File: config.mk
export PLATFORM = sky130hd
export DESIGN_NAME = nchan_mux_arb
export DESIGN_NICKNAME = d
export VERILOG_FILES = /design/src/rtl/nchan_mux_arb.sv
export SDC_FILE = /design/constraint.sdc
export NUM_CORES = 1
export LEC_CHECK = 0
export CORE_ASPECT_RATIO = 0.9
export CORE_MARGIN = 1.5
export CORE_UTILIZATION = 31
export CTS_CLUSTER_DIAMETER = 40
export DETAILED_ROUTE_END_ITERATION = 12
export PLACE_DENSITY = 0.75
export SLEW_MARGIN = 10
export SYNTH_ARGS = -nofsm -noshare
export SYNTH_HDL_FRONTEND = slang
export SYNTH_SLANG_ARGS = --single-unit
File: constraint.sdc
create_clock -name clock -period 1.3 [get_ports clock]
set_input_delay 0.26 -clock clock [delete_from_list [all_inputs] [get_ports clock]]
set_output_delay 0.26 -clock clock [all_outputs]
set_load 0.005 [all_outputs]
File: src/rtl/nchan_mux_arb.sv
// nchan_mux_arb: N-channel valid/ready arbiter feeding one registered output.
// The output register loads the granted channel's word in the same cycle it
// frees up, so back-to-back traffic moves one word per cycle.
// Define NCHAN_MUX_ARB_RR_EN for round-robin arbitration; otherwise the
// lowest-index valid channel wins.
// Ports:
//   clock, reset_n       rising-edge clock, async active-low reset
//   in_data[N*WIDTH]     channel i in bits [i*WIDTH +: WIDTH]
//   in_valid[N]          per-channel valid
//   in_ready[N]          per-channel ready, one-hot or zero
//   out_data[WIDTH]      registered selected word
//   out_valid, out_ready output handshake
//   out_sel              index of the channel that supplied out_data
module nchan_mux_arb #(
  parameter int N     = 4,
  parameter int WIDTH = 8
) (
  input  logic                                 clock,
  input  logic                                 reset_n,
  input  logic [N*WIDTH-1:0]                   in_data,
  input  logic [N-1:0]                         in_valid,
  output logic [N-1:0]                         in_ready,
  output logic [WIDTH-1:0]                     out_data,
  output logic                                 out_valid,
  input  logic                                 out_ready,
  output logic [((N > 1) ? $clog2(N) : 1)-1:0] out_sel
);

  localparam int SW = (N > 1) ? $clog2(N) : 1;

  logic [WIDTH-1:0] r_data;
  logic [SW-1:0]    r_sel;
  logic             r_valid;

  logic [SW-1:0]    w_ptr;
  logic [SW-1:0]    w_gidx;
  logic             w_any;
  logic             w_load_ok;
  logic             w_xfer_in;
  logic [WIDTH-1:0] w_gdata;
  logic [N-1:0]     w_ready;
  logic [SW:0]      w_pos;

`ifdef NCHAN_MUX_ARB_RR_EN
  logic [SW-1:0] r_ptr;
  assign w_ptr = r_ptr;

  always_ff @(posedge clock or negedge reset_n) begin
    if (!reset_n) begin
      r_ptr <= '0;
    end else if (w_xfer_in) begin
      if (w_gidx == SW'(N - 1)) r_ptr <= '0;
      else                      r_ptr <= w_gidx + 1'b1;
    end
  end
`else
  assign w_ptr = '0;
`endif

  // Walk ptr, ptr+1, ... modulo N; the first valid channel wins.
  always_comb begin
    w_any  = 1'b0;
    w_gidx = '0;
    w_pos  = '0;
    for (int k = 0; k < N; k++) begin
      w_pos = {1'b0, w_ptr} + (SW + 1)'(k);
      if (w_pos >= (SW + 1)'(N)) w_pos = w_pos - (SW + 1)'(N);
      if (!w_any && in_valid[w_pos[SW-1:0]]) begin
        w_any  = 1'b1;
        w_gidx = w_pos[SW-1:0];
      end
    end
  end

  always_comb begin
    w_gdata = '0;
    for (int i = 0; i < N; i++) begin
      if (w_gidx == SW'(i)) w_gdata = in_data[i*WIDTH +: WIDTH];
    end
  end

  assign w_load_ok = !r_valid || out_ready;
  assign w_xfer_in = w_load_ok && w_any;

  always_comb begin
    w_ready = '0;
    for (int i = 0; i < N; i++) begin
      w_ready[i] = w_xfer_in && (w_gidx == SW'(i));
    end
  end

  always_ff @(posedge clock or negedge reset_n) begin
    if (!reset_n) begin
      r_data  <= '0;
      r_sel   <= '0;
      r_valid <= 1'b0;
    end else if (w_xfer_in) begin
      r_data  <= w_gdata;
      r_sel   <= w_gidx;
      r_valid <= 1'b1;
    end else if (out_ready) begin
      r_valid <= 1'b0;
    end
  end

  assign in_ready  = w_ready;
  assign out_data  = r_data;
  assign out_sel   = r_sel;
  assign out_valid = r_valid;

endmodule

## Word-level counts from Yosys, hierarchy flattened

Index checks and enable logic that the tools add are counted.

- Reduce and logical (&&, ||, !) cells: 15
- Equal/unequal tests: 3
- Mux-type cells: 13

Operators by type and width:

| operator | count |
|---|---|
| $mux W8 | 4 |
| $logic_and A1 B1 Y1 | 8 |
| $mux W1 | 7 |
| $eq A2 B2 Y1 const B | 2 |
| $logic_not A1 Y1 | 4 |
| $mux W2 | 2 |
| $eq A2 B1 Y1 const B | 1 |
| $logic_not A2 Y1 | 1 |
| $reduce_bool A2 Y1 | 1 |
| $logic_or A1 B1 Y1 | 1 |

- Logic and storage cells: 34
- Bits of input ports: 39
- Output and inout port bits: 15
- Bits in registers: 11

## Logic depth before layout (Yosys ltp)

- Depth in word-level cells: 15
- Mapped depth: 7
- Mapped depth without buffers: 4

## Worst setup path before layout

Ideal clock, no wire load.

- Path type: in2out
- Start: input port in_valid[2]
- End: output port in_ready[3]
- Path buffers: 2
- Slack: -0.057 ns
- Arrival time: 1.097 ns
- Data required time: 1.040 ns
- Stages: 5
- Path through: nand2b_1 buf_2 or3_1 buf_6 nor2_1

- Cells in the longest elaborated chain, start to end: 7
- Elaborated cells on any way between the ends: 10
- Classes of those cells: eq/ne: 1; mux: 4; reduce/logical: 5

Ends and longest elaborated chain:

| element | RTL line | source |
|---|---|---|
| start, declared | 21 | `input logic [N-1:0] in_valid,` |
| $logic_and A1 B1 Y1 * | 68 | `if (!w_any && in_valid[w_pos[SW-1:0]]) begin` |
| $mux W1 | 68 |  |
| $logic_not A1 Y1 | 68 |  |
| $logic_and A1 B1 Y1 | 68 |  |
| $mux W2 / $mux W1 (equally long branches) | 68 |  |
| $eq A2 B2 Y1 / $logic_and A1 B1 Y1 (equally long branches) | 88, 83 |  |
| $logic_and A1 B1 Y1 * | 88 | `w_ready[i] = w_xfer_in && (w_gidx == SW'(i));` |
| end, declared | 22 | `output logic [N-1:0] in_ready,` |

Mark *: on every way between the ends. The rest lies on a longest branch, timed or not.

## Final worst setup path

- Start: register r_valid (netlist: out_valid)
- End: output port in_ready[1]

- Cells in the longest elaborated chain, start to end: 4

Ends and longest elaborated chain:

| element | RTL line | source |
|---|---|---|
| start, declared | 33 | `logic r_valid;` |
| start signal, assigned | 96 | `r_valid <= 1'b0;` |
| start signal, assigned | 100 | `r_valid <= 1'b1;` |
| start signal, assigned | 102 | `r_valid <= 1'b0;` |
| $logic_not A1 Y1 | 82 | `assign w_load_ok = !r_valid \|\| out_ready;` |
| $logic_or A1 B1 Y1 | 82 |  |
| $logic_and A1 B1 Y1 | 83 | `assign w_xfer_in = w_load_ok && w_any;` |
| $logic_and A1 B1 Y1 | 88 |  |

No other way between the ends.

==> reports/qor.txt <==
run status - finished, violations left
failing checks - negative setup slack
hold bufs inserted after CTS - 0
pin count of the biggest net entering global routing - 14
Crit path largest cell delay - 430 ps
leakage - 0.682 nW
antenna viol nets, final - 0
warnings from Yosys - 0
Final period util - 1.07
Port-buffer cells - 53
f_max - 718 MHz
first-pass GRT wire length - 3920 um
antenna violations before repair - 0
worst path cell trace - nor2b_4 -> nor3_2 -> buf_2
post-synthesis register bit count - 11
syn_area_per_cell - 8.17 um^2
Hold WC Path Type - in2async
Synth Net Count - 135
max_cap viols - 0
Residual DRC - 0
Place WS - -726 ps
core footprint - 0.00242 mm^2
CP max-delay cell - dfrtp_1
final worst path period need - 1390 ps
WP buf/inv - 1
Finished Core Util - 0.670
CTS tree - yes
CP Capture Type - output port
Slew Limit Fails - 0
initial detailed-routing violation count - 6
fillers - 197
Vias/cell - 5.17
Clk pin slew, worst setup/hold paths - 70 ps
GRT Total Usage - 0.176
Worst Skew - 6.99 ps
CP required - 1040 ps
share of layout cells above drive strength 1 - 0.395
Worst-Skew Late Latency - 260 ps
ys async rst share - 1.00
Crit. path cell count - 3
I/O pin cnt - 54
Slew headroom - 0.738
number of synthesized flops with an enable pin - 0
vias in the first global route - 889
ys flop type - dfrtp_1
vias after detailed routing - 983
clock root buffer - clkbuf_4
final hold vios - 0
synthesized instance count - 96
final hold slack - 280 ps
worst slew pin tran - 392 ps
register area share after synthesis - 0.351
CTS H-tree depth - 1
VDD IR max - 0.489 mV
area of the mapped netlist - 785 um^2
Initial Util - 0.324
drt pass-1 iters - 3
Final Net Count - 202
element type at the critical path start - register
Final Setup Violations - 6
crit-path max FO - 3
diode count - 0
total congestion overflow - 0
Synth area leaders - dfrtp_1 35%, a311oi_1 8.9%, nand2_1 8.1%
WS Path Type - reg2out
row count - 17
cts bufs inserted - 3
HPWL Detailed - 1880 um
Final WS setup - -92.6 ps
Max Buffers Root-to-Sink - 2
clock sinks - 11
reg2reg path depth - 4
synth unique cells - 23
routability cong. - 0.751
CP top delay family - flip-flops
die outline height - 50.7 um
Chip Width - 56.0 um
arrival time worst endpoint - 1130 ps
Yosys top cell by area - dfrtp_1
synth-to-layout area growth - 107%
PwrDens - 689 mW/mm^2
commonest cells in the synthesized netlist - 17 x nand2_1, 11 x dfrtp_1, 9 x a21oi_1, 9 x nor2_2, 9 x nor2b_1
area of the die - 0.00284 mm^2
most frequent cell after synthesis - nand2_1
per-cell routed wire length - 14.6 um
routed wire length - 2780 um
RSZ-0062 raised after global routing - true
top cell type's share of synthesized area - 0.351
## kinds of logic (layout without fill, tap and decap cells)
kind of cell,Yosys count,after routing,share of synthesized area
flops,11,11,0.351
buf+inv,10,74,0.0893
compound gates,29,31,0.265
simple gates,46,46,0.295
## worst paths after layout
| path | slack [ps] | to | startpoint |
|---|---|---|---|
| min in group clock | 460 | out_valid | in_valid[2] |
| worst min register to register | 490 | out_data[7] | out_data[7] |
| worst max-delay path | -90 | in_ready[1] | out_valid |
| worst max register to register | 30 | out_data[3] | out_valid |
| worst min-delay path | 280 | out_sel[0] | reset_n |
| max in group asynchronous | 870 | out_data[2] | reset_n |
## metal layers
layer,GRT usage,vias to the layer above,share of wire
li1,-,477,-
met5,0,-,0
met3,0.0412,4,0.078
met2,0.322,43,0.51
met4,0.0754,0,0.014
met1,0.195,459,0.40
## worst register-to-register path: stages (launching register included)
cell,delay [ps]
dfrtp_1,430
nor2b_4,160
buf_4,150
a21o_4,210
o31ai_2,220
## through the flow
stage	instances	setup TNS, ps	area [um^2]	total power, mW
finish	190	-275	1630	1.12
detailed placement	180	-7280	1370	0.812
CTS	188	-255	1490	1.06
global route	190	-489	1630	1.18
floorplan	96	-36.5	787	0.556
global placement	180	-6870	1370	0.805
## report_power, final
part	total [mW]	internal, mW	leakage (nW)	switching [mW]
Sequential	0.407	0.384	0.131	0.0228
Clock	0.224	0.118	0.0150	0.106
Combinational	0.488	0.282	0.536	0.206
Total	1.12	0.784	0.682	0.335
## final cells by class
| type | instances | area [um^2] | area share |
|---|---|---|---|
| Inverter | 2 | 7.51 | 0.00462 |
| Timing Repair Buffer | 68 | 619 | 0.381 |
| Sequential cell | 11 | 275 | 0.169 |
| Clock buffer | 4 | 26.3 | 0.0162 |
| Multi-Input combinational cell | 77 | 662 | 0.407 |
| Tap cell | 28 | 35.0 | 0.0216 |
## placed cells by master, fill, tap and decap left out, types with 2 or more instances in the layout
| master | n |
|---|---|
| buf_2 | 3 |
| nand2_1 | 15 |
| a311oi_1 | 4 |
| nand2b_4 | 2 |
| clkbuf_4 | 3 |
| a21oi_4 | 2 |
| a21oi_2 | 3 |
| dlygate4sd2_1 | 13 |
| nor3_2 | 2 |
| buf_4 | 12 |
| clkdlybuf4s50_1 | 33 |
| clkdlybuf4s15_1 | 2 |
| dfrtp_1 | 11 |
| nand2_2 | 2 |
| nor2b_1 | 8 |
| nor2_2 | 9 |
| buf_6 | 4 |
| o31ai_2 | 7 |
| a21o_4 | 4 |
| nor2_1 | 3 |
| a311oi_2 | 2 |
| a21oi_1 | 4 |
| a311oi_4 | 2 |
## registers in the layout (all words and copies together) (netlist names)
name       flops
out_data       8
out_sel        2
out_valid      1
## repair_timing
item                       CTS  global route
buffers inserted             3             1
setup endpoints to repair   24            11
resized for setup           53            24
cloned                       1             1
pin swaps                    3             6
No activity file was read; power rests on OpenSTA's default activity.
